$ cat config.mk
export PLATFORM = sky130hd
export DESIGN_NAME = pipe_stage_chain
export DESIGN_NICKNAME = d
export VERILOG_FILES = /design/src/rtl/pipe_stage_chain.sv
export SDC_FILE = /design/constraint.sdc
export NUM_CORES = 1
export LEC_CHECK = 0
export ABC_AREA = 1
export CORE_MARGIN = 10
export CORE_UTILIZATION = 30
export CTS_CLUSTER_DIAMETER = 150
export DETAILED_ROUTE_END_ITERATION = 12
export SLEW_MARGIN = 25
export SYNTH_ARGS = -nofsm -noshare
export SYNTH_HDL_FRONTEND = slang
export SYNTH_SLANG_ARGS = --single-unit
$ cat constraint.sdc
create_clock -name i_clk -period 0.9 [get_ports i_clk]
set_input_delay 0.18 -clock i_clk [delete_from_list [all_inputs] [get_ports i_clk]]
set_output_delay 0.18 -clock i_clk [all_outputs]
set_load 0.01 [all_outputs]
$ cat src/rtl/pipe_stage_chain.sv
// pipe_stage_chain: elastic chain of DEPTH valid/data register stages.
// Empty stages are filled as items move forward, so a stall at the output
// only blocks the stages that are actually occupied. A per-stage flush mask
// clears selected stages at the next edge, and it takes priority over any load.
module pipe_stage_chain #(
  parameter int WIDTH = 32,
  parameter int DEPTH = 2,
  localparam int CW = $clog2(DEPTH + 1)
) (
  input  logic               i_clk,
  input  logic               i_rst_n,
  input  logic               i_valid,
  output logic               o_ready,
  input  logic [WIDTH-1:0]   i_data,
  output logic               o_valid,
  input  logic               i_ready,
  output logic [WIDTH-1:0]   o_data,
  input  logic [DEPTH-1:0]   i_flush_mask,
  output logic [CW-1:0]      o_count
);

  logic [DEPTH-1:0]             v_q, v_d;
  logic [DEPTH-1:0][WIDTH-1:0]  d_q, d_d;
  logic [DEPTH-1:0]             acc;
  logic [DEPTH:0]               src_v;
  logic [DEPTH:0][WIDTH-1:0]    src_d;
  logic [CW-1:0]                count;

  // Entry k of src_* is what stage k loads: the upstream input for stage 0,
  // and the previous stage for every other stage.
  assign src_v = {v_q, i_valid};
  assign src_d = {d_q, i_data};

  // Accept chain from the output back to the input. A stage may load when it
  // is empty or when every stage after it can also make room. Flush is left
  // out on purpose, so a flush never changes o_ready in the same cycle.
  always_comb begin
    logic room;
    acc  = '0;
    room = i_ready;
    for (int k = DEPTH - 1; k >= 0; k--) begin
      room   = room | ~v_q[k];
      acc[k] = room;
    end
  end

  // Next state of each stage: load when the stage can accept, otherwise hold.
  // A flush of stage k then overrides whatever stage k would have loaded.
  always_comb begin
    v_d = v_q;
    d_d = d_q;
    for (int k = 0; k < DEPTH; k++) begin
      if (acc[k]) begin
        v_d[k] = src_v[k];
        d_d[k] = src_d[k];
      end
      if (i_flush_mask[k]) begin
        v_d[k] = 1'b0;
        d_d[k] = '0;
      end
    end
  end

  // Occupancy: number of valid stages, taken from the current flops.
  always_comb begin
    count = '0;
    for (int k = 0; k < DEPTH; k++) begin
      count = count + CW'(v_q[k]);
    end
  end

  // Stage registers with synchronous active-low reset.
  always_ff @(posedge i_clk) begin
    if (!i_rst_n) begin
      v_q <= '0;
      d_q <= '0;
    end else begin
      v_q <= v_d;
      d_q <= d_d;
    end
  end

  assign o_ready = acc[0];
  assign o_valid = v_q[DEPTH-1];
  assign o_data  = d_q[DEPTH-1];
  assign o_count = count;

endmodule
==> metrics.txt <==
# TYPE chip_impl_metric gauge
chip_impl_metric{name="finalHoldViolCount",unit=""} 0
chip_impl_metric{name="detail-route-antenna-nets",unit=""} 0
chip_impl_metric{name="grt_pass1_wl",unit="um"} 12000
chip_impl_metric{name="ys_seq_elements",unit=""} 66
chip_impl_metric{name="r2r_cells",unit=""} 5
chip_impl_metric{name="fin_crit",unit="ns"} 1.24
chip_impl_metric{name="dp_hpwl",unit="um"} 4400
chip_impl_metric{name="timing.final.crit_share",unit="%"} 138
chip_impl_metric{name="starting_density",unit="%"} 31.1
chip_impl_metric{name="total_wire_length",unit="um"} 7960
chip_impl_metric{name="synth_compound_area_share",unit="%"} 6.39
chip_impl_metric{name="dieArea",unit="um2"} 13400
chip_impl_metric{name="finish.cell_count_without_fillers",unit=""} 562
chip_impl_metric{name="placed_cells",unit=""} 523
chip_impl_metric{name="syn2layout_area_growth",unit="%"} 63.5
chip_impl_info{name="worst-setup-path-type",value="reg2out"} 1
chip_impl_metric{name="bufs_on_longest_clock_path",unit=""} 2
chip_impl_metric{name="path_max_fanout",unit=""} 3
chip_impl_info{name="synth_top_cell_by_area",value="sky130_fd_sc_hd__dfxtp_1"} 1
chip_impl_info{name="status",value="finished, violations left"} 1
chip_impl_metric{name="die_height",unit="um"} 116
chip_impl_metric{name="cp_data_required_time",unit="ns"} 0.72
chip_impl_metric{name="globalRouteOverflowTotal",unit=""} 0
chip_impl_metric{name="whs_path_depth",unit=""} 3
chip_impl_metric{name="antenna_cells_inserted",unit=""} 0
chip_impl_metric{name="numClockSinks",unit=""} 66
chip_impl_metric{name="post_route_standard_cell_area_excluding_fillers",unit="um2"} 4480
chip_impl_metric{name="antenna_found_initial",unit=""} 0
chip_impl_metric{name="drt_iter0_markers",unit=""} 84
chip_impl_metric{name="setup_violations",unit=""} 102
chip_impl_info{name="cp-end-kind",value="primary output"} 1
chip_impl_metric{name="slew_viol_final",unit=""} 0
chip_impl_info{name="violations",value="negative setup slack"} 1
chip_impl_metric{name="synth.distinct_cells",unit=""} 19
chip_impl_metric{name="tightest_slew",unit="ns"} 0.167
chip_impl_metric{name="final_net_count",unit=""} 488
chip_impl_metric{name="grt_max_degree",unit=""} 34
chip_impl_info{name="root_buffer",value="sky130_fd_sc_hd__clkbuf_8"} 1
chip_impl_metric{name="routed_via_density",unit=""} 4.30
chip_impl_metric{name="dr.pass1.iters",unit=""} 4
chip_impl_metric{name="global_route.usage.total",unit="%"} 11.5
chip_impl_metric{name="area_fraction_of_the_dominant_cell_type_after_synthesis",unit="%"} 48.2
chip_impl_metric{name="syn-mean-instance-area",unit="um2"} 7.14
chip_impl_metric{name="port-buffer-count",unit=""} 73
chip_impl_metric{name="post_syn_instances",unit=""} 384
chip_impl_metric{name="synth_area",unit="um2"} 2740
chip_impl_metric{name="ys_seq_area_share",unit="%"} 48.2
chip_impl_metric{name="dp_worst_setup_slack",unit="ns"} -0.681
chip_impl_metric{name="worst_ir_drop_vdd",unit="mV"} 0.707
chip_impl_metric{name="max_freq",unit="GHz"} 0.804
chip_impl_metric{name="finalWeightedCongestion",unit=""} 0.757
chip_impl_metric{name="total_drc_errors_in_the_routed_layout",unit=""} 0
chip_impl_metric{name="clk_pin_slew",unit="ns"} 0.07
chip_impl_metric{name="synth.area.mux_share",unit="%"} 0
chip_impl_info{name="hold_path_class",value="in2reg"} 1
chip_impl_metric{name="power_density",unit="nW/um2"} 1370
chip_impl_metric{name="ratio_of_cells_with_drive_above_1_in_the_final_layout",unit="%"} 46.9
chip_impl_metric{name="max-slew-margin-rel",unit="%"} 88.9
chip_impl_metric{name="placementRows",unit=""} 34
chip_impl_metric{name="routed_wl_per_cell",unit="um"} 14.2
chip_impl_metric{name="fin_setup_tns",unit="ns"} -16.41
chip_impl_info{name="synth_top_cells_by_area",value="sky130_fd_sc_hd__dfxtp_1 (48%), sky130_fd_sc_hd__nor2_1 (18%), sky130_fd_sc_hd__buf_4 (8.8%), sky130_fd_sc_hd__nand2_1 (8.8%), sky130_fd_sc_hd__o21ai_0 (5.3%)"} 1
chip_impl_metric{name="htreeDepth",unit=""} 3
chip_impl_metric{name="setup_slack",unit="ns"} -0.344
chip_impl_metric{name="post_synth_fa_ha_maj_area_fraction",unit="%"} 0.457
chip_impl_info{name="main_combinational_cell_family_by_area_after_synthesis",value="simple AND/OR/NAND/NOR gates"} 1
chip_impl_info{name="tritoncts_clock_tree",value="yes"} 1
chip_impl_metric{name="synth_fp_nets",unit=""} 423
chip_impl_metric{name="synthSimpleGateAreaFrac",unit="%"} 27.5
chip_impl_metric{name="skew",unit="ns"} 0.00546
chip_impl_metric{name="max_cap_viols",unit=""} 0
chip_impl_metric{name="placedInstanceArea",unit="um2"} 3400
chip_impl_metric{name="critPathArrivalTime",unit="ns"} 1.06
chip_impl_metric{name="cts_made_buffers",unit=""} 9
chip_impl_metric{name="num_vias",unit=""} 2414
chip_impl_info{name="rsz_0062_raised_after_global_routing",value="yes"} 1
chip_impl_info{name="setup.worst_path.start_class",value="flop"} 1
chip_impl_metric{name="floorplan.die.width",unit="um"} 116
chip_impl_metric{name="number_of_global_route_vias_before_repair",unit=""} 2306
chip_impl_metric{name="clk_latency",unit="ns"} 0.33
chip_impl_metric{name="synth-xor-area-share",unit="%"} 0
chip_impl_metric{name="ioPinCount",unit=""} 74
chip_impl_metric{name="yosysWarnings",unit=""} 0
chip_impl_metric{name="leakage_dissipation",unit="nW"} 2.04
chip_impl_metric{name="floorplan.core_area",unit="um2"} 8810
## layout by cell type, fill, tap and decap left out, types with 23 or more instances in the layout
cell | synthesis | routed
sky130_fd_sc_hd__nor2_1 | 128 | 84
sky130_fd_sc_hd__buf_6 | 2 | 40
sky130_fd_sc_hd__nor2_2 | 1 | 38
sky130_fd_sc_hd__clkdlybuf4s50_1 | 0 | 37
sky130_fd_sc_hd__inv_1 | 34 | 33
sky130_fd_sc_hd__dfxtp_1 | 66 | 32
sky130_fd_sc_hd__dfxtp_2 | 0 | 32
sky130_fd_sc_hd__nand2_2 | 1 | 28
sky130_fd_sc_hd__o21ai_1 | 3 | 25
sky130_fd_sc_hd__nand2_1 | 64 | 23
## registers in the layout, indices dropped and copies added, names as in the netlist
| name | flops |
|---|---|
| v_q | 2 |
| d_q | 32 |
| o_data | 32 |
## per-stage QoR
stage          hold WS, ns  util [%]  power (mW)
2_1_floorplan        0.313         -        3.39
3_3_place_gp         0.463      38.6        3.65
3_5_place_dp         0.466      38.6        3.65
4_1_cts              0.425      47.3        6.10
5_1_grt              0.439      50.9        6.43
6_report             0.443      50.9        6.12
## Yosys cell counts
cell,number
sky130_fd_sc_hd__nand2_1,64
sky130_fd_sc_hd__buf_2,11
sky130_fd_sc_hd__nor2_1,128
sky130_fd_sc_hd__buf_4,32
sky130_fd_sc_hd__ha_1,1
sky130_fd_sc_hd__o21ai_1,3
sky130_fd_sc_hd__nand2_2,1
sky130_fd_sc_hd__o21a_1,1
sky130_fd_sc_hd__inv_1,34
sky130_fd_sc_hd__dfxtp_1,66
sky130_fd_sc_hd__nand3_2,1
sky130_fd_sc_hd__o21ai_0,29
sky130_fd_sc_hd__buf_6,2
sky130_fd_sc_hd__inv_2,2
sky130_fd_sc_hd__clkbuf_1,5
sky130_fd_sc_hd__a21boi_1,1
sky130_fd_sc_hd__nor2_4,1
sky130_fd_sc_hd__clkbuf_2,1
sky130_fd_sc_hd__nor2_2,1
## power by group
| group | internal [mW] | leakage [nW] | total, mW | switching, mW |
|---|---|---|---|---|
| Combinational | 0.392 | 1.39 | 0.678 | 0.286 |
| Sequential | 3.01 | 0.555 | 3.08 | 0.0703 |
| Clock | 1.28 | 0.0914 | 2.36 | 1.08 |
| Total | 4.68 | 2.04 | 6.12 | 1.44 |
## critical path, stage by stage, from the launching register on
cell and delay, ns:
sky130_fd_sc_hd__dfxtp_4 0.37, sky130_fd_sc_hd__ha_4 0.26, sky130_fd_sc_hd__buf_6 0.09
## kinds of logic after synthesis
kind of cell	after synthesis
fa+ha+maj	1
buf+inv	87
flops	66
simple gates	196
compound gates	34
## area by class of cell
class	count	area [um2]
clock buffer	13	139
clock inverter	3	40.0
fill	817	4330
inverter	36	143
multi-input combinational	231	1310
sequential	66	1370
tap	108	135
timing repair buffer	105	1340
## metal layers
metal  up-vias  global-route usage, %  share of wire, %
li1       1253                      -                 -
met1      1108                   13.6                45
met2        46                   18.5                49
met3         7                   3.88               5.2
met4         0                   5.66               1.3
met5         -                      0                 0
## worst paths after layout
check | slack [ns] | startpoint | endpoint
worst max-delay path | -0.34 | v_q[0]$_SDFFE_PP0P_ | o_count[0]
worst min-delay path | 0.44 | i_valid | v_q[0]$_SDFFE_PP0P_
worst max register to register | -0.25 | v_q[1]$_SDFFE_PP0P_ | v_q[1]$_SDFFE_PP0P_
worst min register to register | 0.48 | d_q[4]$_SDFFE_PP0P_ | o_data[4]$_SDFFE_PP0P_
## repair_timing
action | CTS | global route
hold buffers | 0 | 0
gates resized for setup | 306 | 82
setup buffers | 9 | 6
cloned | 8 | 5
pin swaps | 3 | 12
hold endpoints to repair | 0 | 0
endpoints found under the setup margin | 102 | 102
No activity file was read; power rests on OpenSTA's default activity.
